`config.mk`:
```
export PLATFORM = sky130hd
export DESIGN_NAME = logarithm
export DESIGN_NICKNAME = d
export VERILOG_FILES = /design/src/rtl/logarithm_pkg.sv /design/src/rtl/logarithm_dflip_en.sv /design/src/rtl/logarithm.sv
export SDC_FILE = /design/constraint.sdc
export NUM_CORES = 1
export LEC_CHECK = 0
export CORE_MARGIN = 4
export CORE_UTILIZATION = 50
export DETAILED_ROUTE_END_ITERATION = 8
export GPL_ROUTABILITY_DRIVEN = 1
export MAX_ROUTING_LAYER = met4
export PLACE_DENSITY = 0.79
export SLEW_MARGIN = 0
export SYNTH_ARGS = -nofsm -noshare
export SYNTH_HDL_FRONTEND = slang
export SYNTH_SLANG_ARGS = --single-unit
```
`constraint.sdc`:
```
create_clock -name clk -period 10.2 [get_ports clk]
set_input_delay 2.04 -clock clk [delete_from_list [all_inputs] [get_ports clk]]
set_output_delay 2.04 -clock clk [all_outputs]
set_load 0.01 [all_outputs]
```
`src/rtl/logarithm_pkg.sv`:
```
// logarithm_pkg: shared constants and types for the integer logarithm unit.
//   WIDTH      default operand width
//   RES_W      result / accumulator width (2*WIDTH)
//   CNT_W      exponent counter width (max result 15, one bit of margin)
//   log_state_t  controller states IDLE / CALC / DONE
package logarithm_pkg;

    localparam int WIDTH = 16;
    localparam int RES_W = 2 * WIDTH;
    localparam int CNT_W = 5;

    typedef enum logic [1:0] {
        IDLE = 2'd0,
        CALC = 2'd1,
        DONE = 2'd2
    } log_state_t;

endpackage

```
`src/rtl/logarithm_dflip_en.sv`:
```
// dflip_en: generic enabled D register with asynchronous active-high reset.
//   clk  clock (rising edge)
//   rst  asynchronous reset, clears q to 0
//   en   load enable
//   d    next value
//   q    registered value
module dflip_en #(
    parameter int W = 1
) (
    input  logic         clk,
    input  logic         rst,
    input  logic         en,
    input  logic [W-1:0] d,
    output logic [W-1:0] q
);

    always_ff @(posedge clk or posedge rst) begin
        if (rst)
            q <= '0;
        else if (en)
            q <= d;
    end

endmodule

```
`src/rtl/logarithm.sv`:
```
// logarithm: iterative floor(log_b(x)) for unsigned operands.
// The accumulator starts at 1 and is multiplied by the base each CALC cycle
// while the product stays <= x; the number of accepted multiplies is the result.
//   clk, rst        clock, asynchronous active-high reset
//   log_start       start level, sampled only in IDLE
//   log_rst         synchronous clear back to IDLE (overrides everything but rst)
//   unsign_inputa   x, must stay stable until log_done
//   unsign_inputb   base b, must stay stable until log_done
//   log_busy        high while iterating
//   log_done        sticky completion flag, held until log_rst / rst
//   log_result      zero-extended exponent, valid while log_done
//   log_error       x == 0 or b < 2, valid while log_done
//   log_exact       (only with LOG_EXACT_EN) x is an exact power of b
// Optional feature macro: LOG_EXACT_EN.
module logarithm
    import logarithm_pkg::*;
#(
    parameter int WIDTH = logarithm_pkg::WIDTH
) (
    input  logic               clk,
    input  logic               rst,
    input  logic               log_start,
    input  logic               log_rst,
    input  logic [WIDTH-1:0]   unsign_inputa,
    input  logic [WIDTH-1:0]   unsign_inputb,
    output logic               log_busy,
    output logic               log_done,
    output logic [2*WIDTH-1:0] log_result,
`ifdef LOG_EXACT_EN
    output logic               log_exact,
`endif
    output logic               log_error
);

    localparam int AW = 2 * WIDTH;

    log_state_t       state_q, state_d;
    logic [1:0]       state_bits_q;
    logic [AW-1:0]    acc_q, acc_d;
    logic [CNT_W-1:0] cnt_q, cnt_d;
    logic             err_q, err_d;
    logic             acc_en, cnt_en, err_en;
    logic [AW-1:0]    x_ext, b_ext, prod;
`ifdef LOG_EXACT_EN
    logic             exact_q, exact_d, exact_en;
`endif

    assign state_q = log_state_t'(state_bits_q);
    assign x_ext   = {{WIDTH{1'b0}}, unsign_inputa};
    assign b_ext   = {{WIDTH{1'b0}}, unsign_inputb};
    // acc never exceeds x < 2^WIDTH, so the truncated product is exact.
    assign prod    = acc_q * b_ext;

    always_comb begin
        state_d = state_q;
        acc_d   = acc_q;
        cnt_d   = cnt_q;
        err_d   = err_q;
        acc_en  = 1'b0;
        cnt_en  = 1'b0;
        err_en  = 1'b0;
`ifdef LOG_EXACT_EN
        exact_d  = exact_q;
        exact_en = 1'b0;
`endif
        if (log_rst) begin
            state_d = IDLE;
            acc_d   = '0;
            cnt_d   = '0;
            err_d   = 1'b0;
            acc_en  = 1'b1;
            cnt_en  = 1'b1;
            err_en  = 1'b1;
`ifdef LOG_EXACT_EN
            exact_d  = 1'b0;
            exact_en = 1'b1;
`endif
        end else begin
            case (state_q)
                IDLE: begin
                    if (log_start) begin
                        cnt_d  = '0;
                        cnt_en = 1'b1;
                        err_en = 1'b1;
`ifdef LOG_EXACT_EN
                        exact_d  = 1'b0;
                        exact_en = 1'b1;
`endif
                        if (unsign_inputa == '0 || unsign_inputb < WIDTH'(2)) begin
                            state_d = DONE;
                            err_d   = 1'b1;
                        end else begin
                            state_d = CALC;
                            acc_d   = AW'(1);
                            acc_en  = 1'b1;
                            err_d   = 1'b0;
                        end
                    end
                end
                CALC: begin
                    if (prod > x_ext) begin
                        state_d = DONE;
`ifdef LOG_EXACT_EN
                        exact_d  = (acc_q == x_ext);
                        exact_en = 1'b1;
`endif
                    end else begin
                        acc_d  = prod;
                        acc_en = 1'b1;
                        cnt_d  = cnt_q + CNT_W'(1);
                        cnt_en = 1'b1;
                    end
                end
                // DONE holds until log_rst; a held log_start does not re-trigger.
                default: ;
            endcase
        end
    end

    dflip_en #(.W(2)) u_state (
        .clk (clk), .rst (rst), .en (1'b1), .d (state_d), .q (state_bits_q)
    );
    dflip_en #(.W(AW)) u_acc (
        .clk (clk), .rst (rst), .en (acc_en), .d (acc_d), .q (acc_q)
    );
    dflip_en #(.W(CNT_W)) u_cnt (
        .clk (clk), .rst (rst), .en (cnt_en), .d (cnt_d), .q (cnt_q)
    );
    dflip_en #(.W(1)) u_err (
        .clk (clk), .rst (rst), .en (err_en), .d (err_d), .q (err_q)
    );
`ifdef LOG_EXACT_EN
    dflip_en #(.W(1)) u_exact (
        .clk (clk), .rst (rst), .en (exact_en), .d (exact_d), .q (exact_q)
    );
    assign log_exact = exact_q & log_done;
`endif

    assign log_busy   = (state_q == CALC);
    assign log_done   = (state_q == DONE);
    assign log_result = log_done ? {{(AW-CNT_W){1'b0}}, cnt_q} : '0;
    assign log_error  = err_q & log_done;

endmodule

```
# == Word-level counts from Yosys, hierarchy flattened ==
# Index checks and enable logic that the tools add are counted.
# classes
add_sub_neg,1
multipliers,1
order_cmp,2
eq_ne,6
mux,29
bitwise,1
reduce_logical,10
# ops
operator,count
$mux 32,4
$pmux 32 s2,1
$gt 32x16->1,1
$mul 32x16->32,1
$mux 5,4
$logic_not 16->1,1
$lt 16x2->1 const B,1
$mux 1,12
$pmux 5 s2,1
$ne 3x3->1 const B,3
$mux 2,4
$reduce_and 3->1,2
$add 5x1->5 const B,1
$reduce_and 5->1,1
$pmux 1 s2,2
$pmux 2 s2,1
$reduce_and 4->1,1
$reduce_bool 2->1,2
$ne 3x2->1 const B,1
$reduce_bool 3->1,1
$eq 2x1->1 const B,1
$eq 2x2->1 const B,1
$logic_not 2->1,1
$and 1x1->1,1
$logic_or 1x1->1,1
# word_totals
register_bits,40
inputBits,36
output_inout_bits,35
word_cells,54

# == Logic depth before layout (Yosys ltp) ==
# Gate-level depths: netlist of run 1.
# logic_depth
depth_word,7
depth_mapped,33

# == Cells and area by module ==
# From an unflattened synthesis of run 1, not the netlist that was laid out.
# unflattened
cells_unflattened,1705
hier_area_um2,14814.2
# modules_own_cells
module,n_inst,cells_each,area_each_um2
logarithm,1,1617,13160.1
dflip_en at u_acc,1,69,1348.8
dflip_en at u_cnt,1,11,185.2
dflip_en at u_state,1,5,76.3
dflip_en at u_err,1,3,43.8

# == Worst setup path before layout of run 1 ==
# No wires, ideal clock.
# synth_timing
kind,in2reg
startpoint,input unsign_inputb[2]
endpoint,register u_acc.q[16]
setup_time_ns,0.119
t_arrival_ns,9.192
t_required_ns,10.081
slack_ns,0.889
path_stages,30
n_path_buf,4
path_cell_list,clkbuf_1 -> clkbuf_1 -> nand2_1 -> fa_1 -> fa_1 -> fa_1 -> fa_1 -> inv_1 -> fa_1 -> inv_1 -> fa_1 -> inv_1 -> ha_1 -> clkbuf_1 -> and4_1 -> o211a_1 -> nor2_1 -> xnor2_1 -> ha_1 -> a211o_1 -> a21oi_1 -> o211ai_1 -> a211oi_1 -> o21ai_0 -> nor4_1 -> nand4_1 -> nor4_4 -> nor2b_2 -> buf_2 -> and2_1
# synth_between
elab_chain_len,7
word_cells_on_any_way,15
cone_classes,mul: 1; order compare: 2; eq/ne: 2; mux: 8; reduce/logical: 2
# synth_lines
item,line,source
start: declaration,logarithm.sv:25,"input logic [WIDTH-1:0] unsign_inputb,"
branches (longest 7 deep; another with $mul 32x16->32),--,
end signal: assignment,logarithm_dflip_en.sv:19,q <= '0;
end signal: assignment,logarithm_dflip_en.sv:21,q <= d;
end: declaration,logarithm_dflip_en.sv:14,output logic [W-1:0] q
# Several ways; the timed one is not identified. The select of a mux whose other input is x is not followed.
# A chain may end at the register's enable or synchronous reset.

# == Final worst setup path of run 1 ==
# layout_timing
startpoint,input unsign_inputb[1]
endpoint,register u_acc.q[3]
# The elaborated chain is that of the path after synthesis.

==> out/results.tsv, run 1 <==
metric	value	unit
grt_setup_unrepaired	false	
leakage	7.357	nW
timing.critical_path.mode_cell	fa_1	
yosys_most_used_dff	dfrtp_1	
num_rows	61	
hp-class	reg -> reg	
die_w	176.6	um
final_common_cell	inv_1	
first_pass_iters	6	
gr-usage-met1	0.3199	
die_area	31190	um^2
grt_pass1_wl	61.54	mm
clkTransAtPathRegs	60	ps
wl	36.65	mm
fin_crit_sh	0.9533	
finClkSkew	3.661	ps
grt_pass1_vias	12170	
cts_root_buf	clkbuf_16	
io_pins	71	
core	27930	um^2
power_per_cell_area	254.3	nW/um^2
crit_buf_inv	9	
critPathArrivalTime	9880	ps
drt_iter0_drc	760	
track_usage	0.2523	
nets	2081	
htreeDepth	2	
gp_congestion	0.9401	
power	0.003839	W
worst_path_largest_cell_delay	560	ps
port_buffers	43	
cts_setup_buffers	0	
crit_path_top_delay_cell	fa_1	
critical_path.endpoint_type	register	
cp.required	10350	ps
antenna_found_initial	3	
crit_path_start_kind	primary input	
cts_made_buffers	5	
drive_gt1_frac	0.02954	
vias	11210	
max_clock_freq	102.8	MHz
use_met3	0.04828	
setup-tns-final	0	ps
ys_seq_area_frac	0.07041	
critPathKind	in -> reg	
drv_cap	0	
synth-edff-count	0	
synth_area_per_cell	8.554	um^2
ys_types	63	
yosys_warnings	0	
period_minus_slack	9723	ps
drc	0	
most-common-layout-cells	374 x inv_1, 304 x fa_1, 282 x nand2_1	
ys_async_sr_fraction	1.000	
slew_viol_final	0	
cts_max_path_buffers	2	
worstMarginPinSlew	1051	ps
cts_sinks	40	
hold_viol_final	0	
cts_tree	built	
grt.busiest_layer	met2	
dp_hpwl	29.14	mm
crit_fanout	26	
dieHeight	176.6	um
synth-seq-cells	40	
vdd_drop_max	0.4927	mV
insertion_delay	280	ps
wl_per_cell	17.97	um
postSynthCellCount	1662	
max_slew_margin	0.2958	
start_util	0.5089	
grt_overflow	0	
vias_per_cell	5.495	
outcome	completed	
fin_hold_ws	503.7	ps
antenna_left	0	
final_util	0.5404	
grtUsageMet2	0.4145	
grt_max_degree	41	
syn_area	14220	um^2
area_growth	6.196	%
setup_violations	0	
cp_top_family	adder cells	
-- power by group --
part	leakage, nW	switching, W	internal [W]
sequential	0.555	0.000165	0.000183
combinational	6.74	0.00200	0.00134
clock	0.0657	0.0000632	0.0000888
-- stage by stage --
stage	cell area, um^2	setup WS [ps]	cells
detailed placement	14940	147.6	2030
CTS	15080	442.0	2037
global route	15100	47.43	2040
finish	15100	476.6	2040
global placement	14940	260.7	2030
floorplan	14310	889.4	1688
-- final cells by class --
type / instances / area (um^2)
fillers: 2549 / 12840
repair buffers: 72 / 683.2
multi-input cells: 1166 / 11390
inverters: 374 / 1404
flip-flops and latches: 40 / 1001
well taps: 378 / 473.0
diodes: 3 / 7.507
clock buffers: 5 / 125.1
clock inverters: 2 / 12.51
-- layer usage --
metal	wire, um	vias to the layer above
met4	1151	0
li1	-	4886
met3	3359	87
met1	14140	5694
met2	18000	542
met5	0	-
-- registers in the layout (all words and copies together) (netlist names) --
register / flops
u_cnt.q: 5
u_state.q: 2
u_err.q: 1
u_acc.q: 32
-- synth_stat cells, types with 19 or more instances --
| master | number | area share |
|---|---|---|
| inv_1 | 374 | 0.099 |
| fa_1 | 304 | 0.43 |
| nand2_1 | 282 | 0.074 |
| and2_1 | 172 | 0.076 |
| ha_1 | 82 | 0.072 |
| clkbuf_1 | 71 | 0.019 |
| dfrtp_1 | 40 | 0.070 |
| a21oi_1 | 34 | 0.012 |
| xnor2_1 | 31 | 0.019 |
| buf_4 | 28 | 0.015 |
| nor2_1 | 26 | 0.0069 |
| o21ai_0 | 22 | 0.0077 |
| nand3_1 | 19 | 0.0067 |
-- what timing repair did --
item	4_1_cts	5_1_grt
hold buffers	0	0
endpoints found under the setup margin	0	7
gates resized for setup	0	5
-- worst paths after layout --
path | from | endpoint | slack [ps] | cells past startpoint
max in group asynchronous | rst | u_acc.q[3] | 7650 | 3
worst min-delay path | u_acc.q[31] | u_acc.q[31] | 500 | 1
worst max-delay path | unsign_inputb[1] | u_acc.q[3] | 480 | 27
worst max register to register | u_acc.q[11] | u_acc.q[3] | 2040 | 27
min in group asynchronous | rst | u_acc.q[18] | 2200 | 3
worst min register to register | u_acc.q[31] | u_acc.q[31] | 500 | 1
-- cell families after synthesis --
family	after synthesis	synth area share
AOI/OAI and AO/OA	138	0.06548
xor gates and xnor gates	47	0.02992
adders and majority gates	386	0.5003
buffers and inverters	482	0.1352
DFF	40	0.07041
muxes	8	0.005633
other	1	0.0002638
and+or+nand+nor	560	0.1928
(Power assumes the default switching activity.)
==> inputs of run 2 (changes only) <==
--- a/config.mk
+++ b/config.mk
@@ -11,6 +11,7 @@
 export GPL_ROUTABILITY_DRIVEN = 1
 export MAX_ROUTING_LAYER = met4
 export PLACE_DENSITY = 0.79
+export SETUP_SLACK_MARGIN = 0.4
 export SLEW_MARGIN = 0
 export SYNTH_ARGS = -nofsm -noshare
 export SYNTH_HDL_FRONTEND = slang
==> out/results.tsv, run 2 (synthesis gave the netlist of run 1 again) <==
metric	value	unit	change
crit_fanout	26		unchanged
cp.required	10350	ps	about the same
die_area	31190	um^2	unchanged
crit_path_start	unsign_inputb[1]		
critical_path.endpoint_type	register		
grt_overflow	0		unchanged
power_per_cell_area	261.1	nW/um^2	+2.6%
fillers	2544		-0.20%
timing.critical_path.mode_cell	fa_1		
gp_congestion	0.9401		unchanged
layout_setup_ws	761.1	ps	+284.4 ps
cts_made_buffers	5		unchanged
cts_root_buf	clkbuf_16		
max_slew_margin	0.2810		-0.01474
drive_gt1_frac	0.04022		+0.01068
largest-register	u_acc.q		
antenna_found_initial	3		unchanged
worstReg2RegStart	u_acc.q[9]		
vias_per_cell	5.471		-0.43%
cts_max_path_buffers	2		unchanged
most-common-layout-cells	374 x inv_1, 304 x fa_1, 282 x nand2_1		
hold_viol_final	0		unchanged
core	27930	um^2	unchanged
setup_violations	0		unchanged
setup-tns-final	0	ps	unchanged
final_common_cell	inv_1		
power	0.003978	W	+3.6%
io_pins	71		unchanged
wl_per_cell	17.91	um	-0.29%
dp_hpwl	29.14	mm	unchanged
die_w	176.6	um	unchanged
track_usage	0.2523		unchanged
grt_max_degree	41		unchanged
critPathKind	in -> reg		
cts_hold_buf	0		unchanged
clkTransAtPathRegs	60	ps	about the same
drc	0		unchanged
cts_sinks	40		unchanged
grt_pass1_wl	61.54	mm	unchanged
num_rows	61		unchanged
outcome	completed		
worst_path_largest_cell_delay	540	ps	-20 ps
critPathArrivalTime	9590	ps	-290 ps
start_util	0.5089		unchanged
max_clock_freq	105.9	MHz	+3.0%
r2r_cells	27		unchanged
dieHeight	176.6	um	unchanged
finClkSkew	2.922	ps	-0.7386 ps
hold_depth	1		unchanged
period_minus_slack	9439	ps	-284.4 ps
crit_path_top_delay_cell	fa_1		
vdd_drop_max	0.4976	mV	+0.99%
crit_path_start_kind	primary input		
first_pass_iters	5		-1
grt_setup_unrepaired	false		
drv_cap	0		unchanged
port_buffers	43		unchanged
final_util	0.5455		+0.005017
pre_cts_ws	147.6	ps	unchanged
htreeDepth	2		unchanged
top_regs	u_acc.q (32), u_cnt.q (5), u_state.q (2)		
fin_hold_ws	505.1	ps	+1.380 ps
min_from	u_acc.q[31]		
slew_viol_final	0		unchanged
wl	36.67	mm	about the same
leakage	7.421	nW	+0.87%
rrSetupSlack	2170	ps	+130 ps
r2r_end	u_acc.q[3]		
insertion_delay	280	ps	about the same
drt_iter0_drc	912		+20%
vias	11200		-0.089%
grt_pass1_vias	12170		unchanged
cts_tree	built		
nets	2088		+0.34%
largest_reg_flops	32		unchanged
hp-class	reg -> reg		
fin_crit_sh	0.9254		-0.02789
area_growth	7.182	%	
worstMarginPinSlew	1073	ps	+22.01 ps
whs_endpoint	u_acc.q[31]		
antenna_left	0		unchanged
## run 2: cell count changes in the layout (fill, tap and decap cells not counted), sizes merged
cell and change:
buf +7, clkdlybuf4s50 -2, dlymetal6s2s +2
## run 2: where the power goes
group / switching, W / total [W] / internal (W) / leakage (nW)
logic: 0.00204 / 0.00348 / 0.00144 / 6.80
registers: 0.000165 / 0.000348 / 0.000183 / 0.555
clock network: 0.0000627 / 0.000151 / 0.0000887 / 0.0657
## run 2: worst max-delay path by stage
stage	end	slack [ps]	depth (start not counted)
after floorplan	u_acc.q[16]	890	30
after global placement	u_acc.q[2]	260	26
after detailed placement	u_acc.q[3]	150	31
after CTS	u_acc.q[3]	440	31
after global routing	u_cnt.q[0]	370	32
final	u_acc.q[3]	760	27
## run 2: layout make-up
class | count | area [um^2] | share of cell area
diodes | 3 | 7.507 | 0.0004927
clock buffers | 5 | 125.1 | 0.008212
clock inverters | 2 | 12.51 | 0.0008212
inverters | 374 | 1404 | 0.09213
multi-input cells | 1166 | 11450 | 0.7513
flip-flops and latches | 40 | 1001 | 0.06569
well taps | 378 | 473.0 | 0.03104
repair buffers | 79 | 767.0 | 0.05034
## run 2: repair_timing
action,4_1_cts,5_1_grt
setup endpoints to repair,0,39
setup buffers,0,7
resized for setup,0,29
## run 2: through the flow
step / instances / area (um^2)
finish: 2047 / 15240
global route: 2047 / 15240
CTS: 2037 / 15080
detailed placement: 2030 / 14940
global placement: 2030 / 14940
floorplan: 1688 / 14310
## run 2: critical path, delay by kind of cell
kind | cells | cell delay, ps
AO/OA/AOI/OAI | 4 | 900
multiplexers | 1 | 200
AND/OR/NAND/NOR | 6 | 1370
buffers and inverters | 9 | 1430
adder cells (fa/ha/maj) | 7 | 3600
## run 2: per-layer routing
layer	vias up	GRT usage	routed length [um]
met4	0	0.07866	1164
li1	4901	-	-
met3	95	0.04828	3218
met2	537	0.4145	17950
met5	-	-	0
met1	5666	0.3199	14340
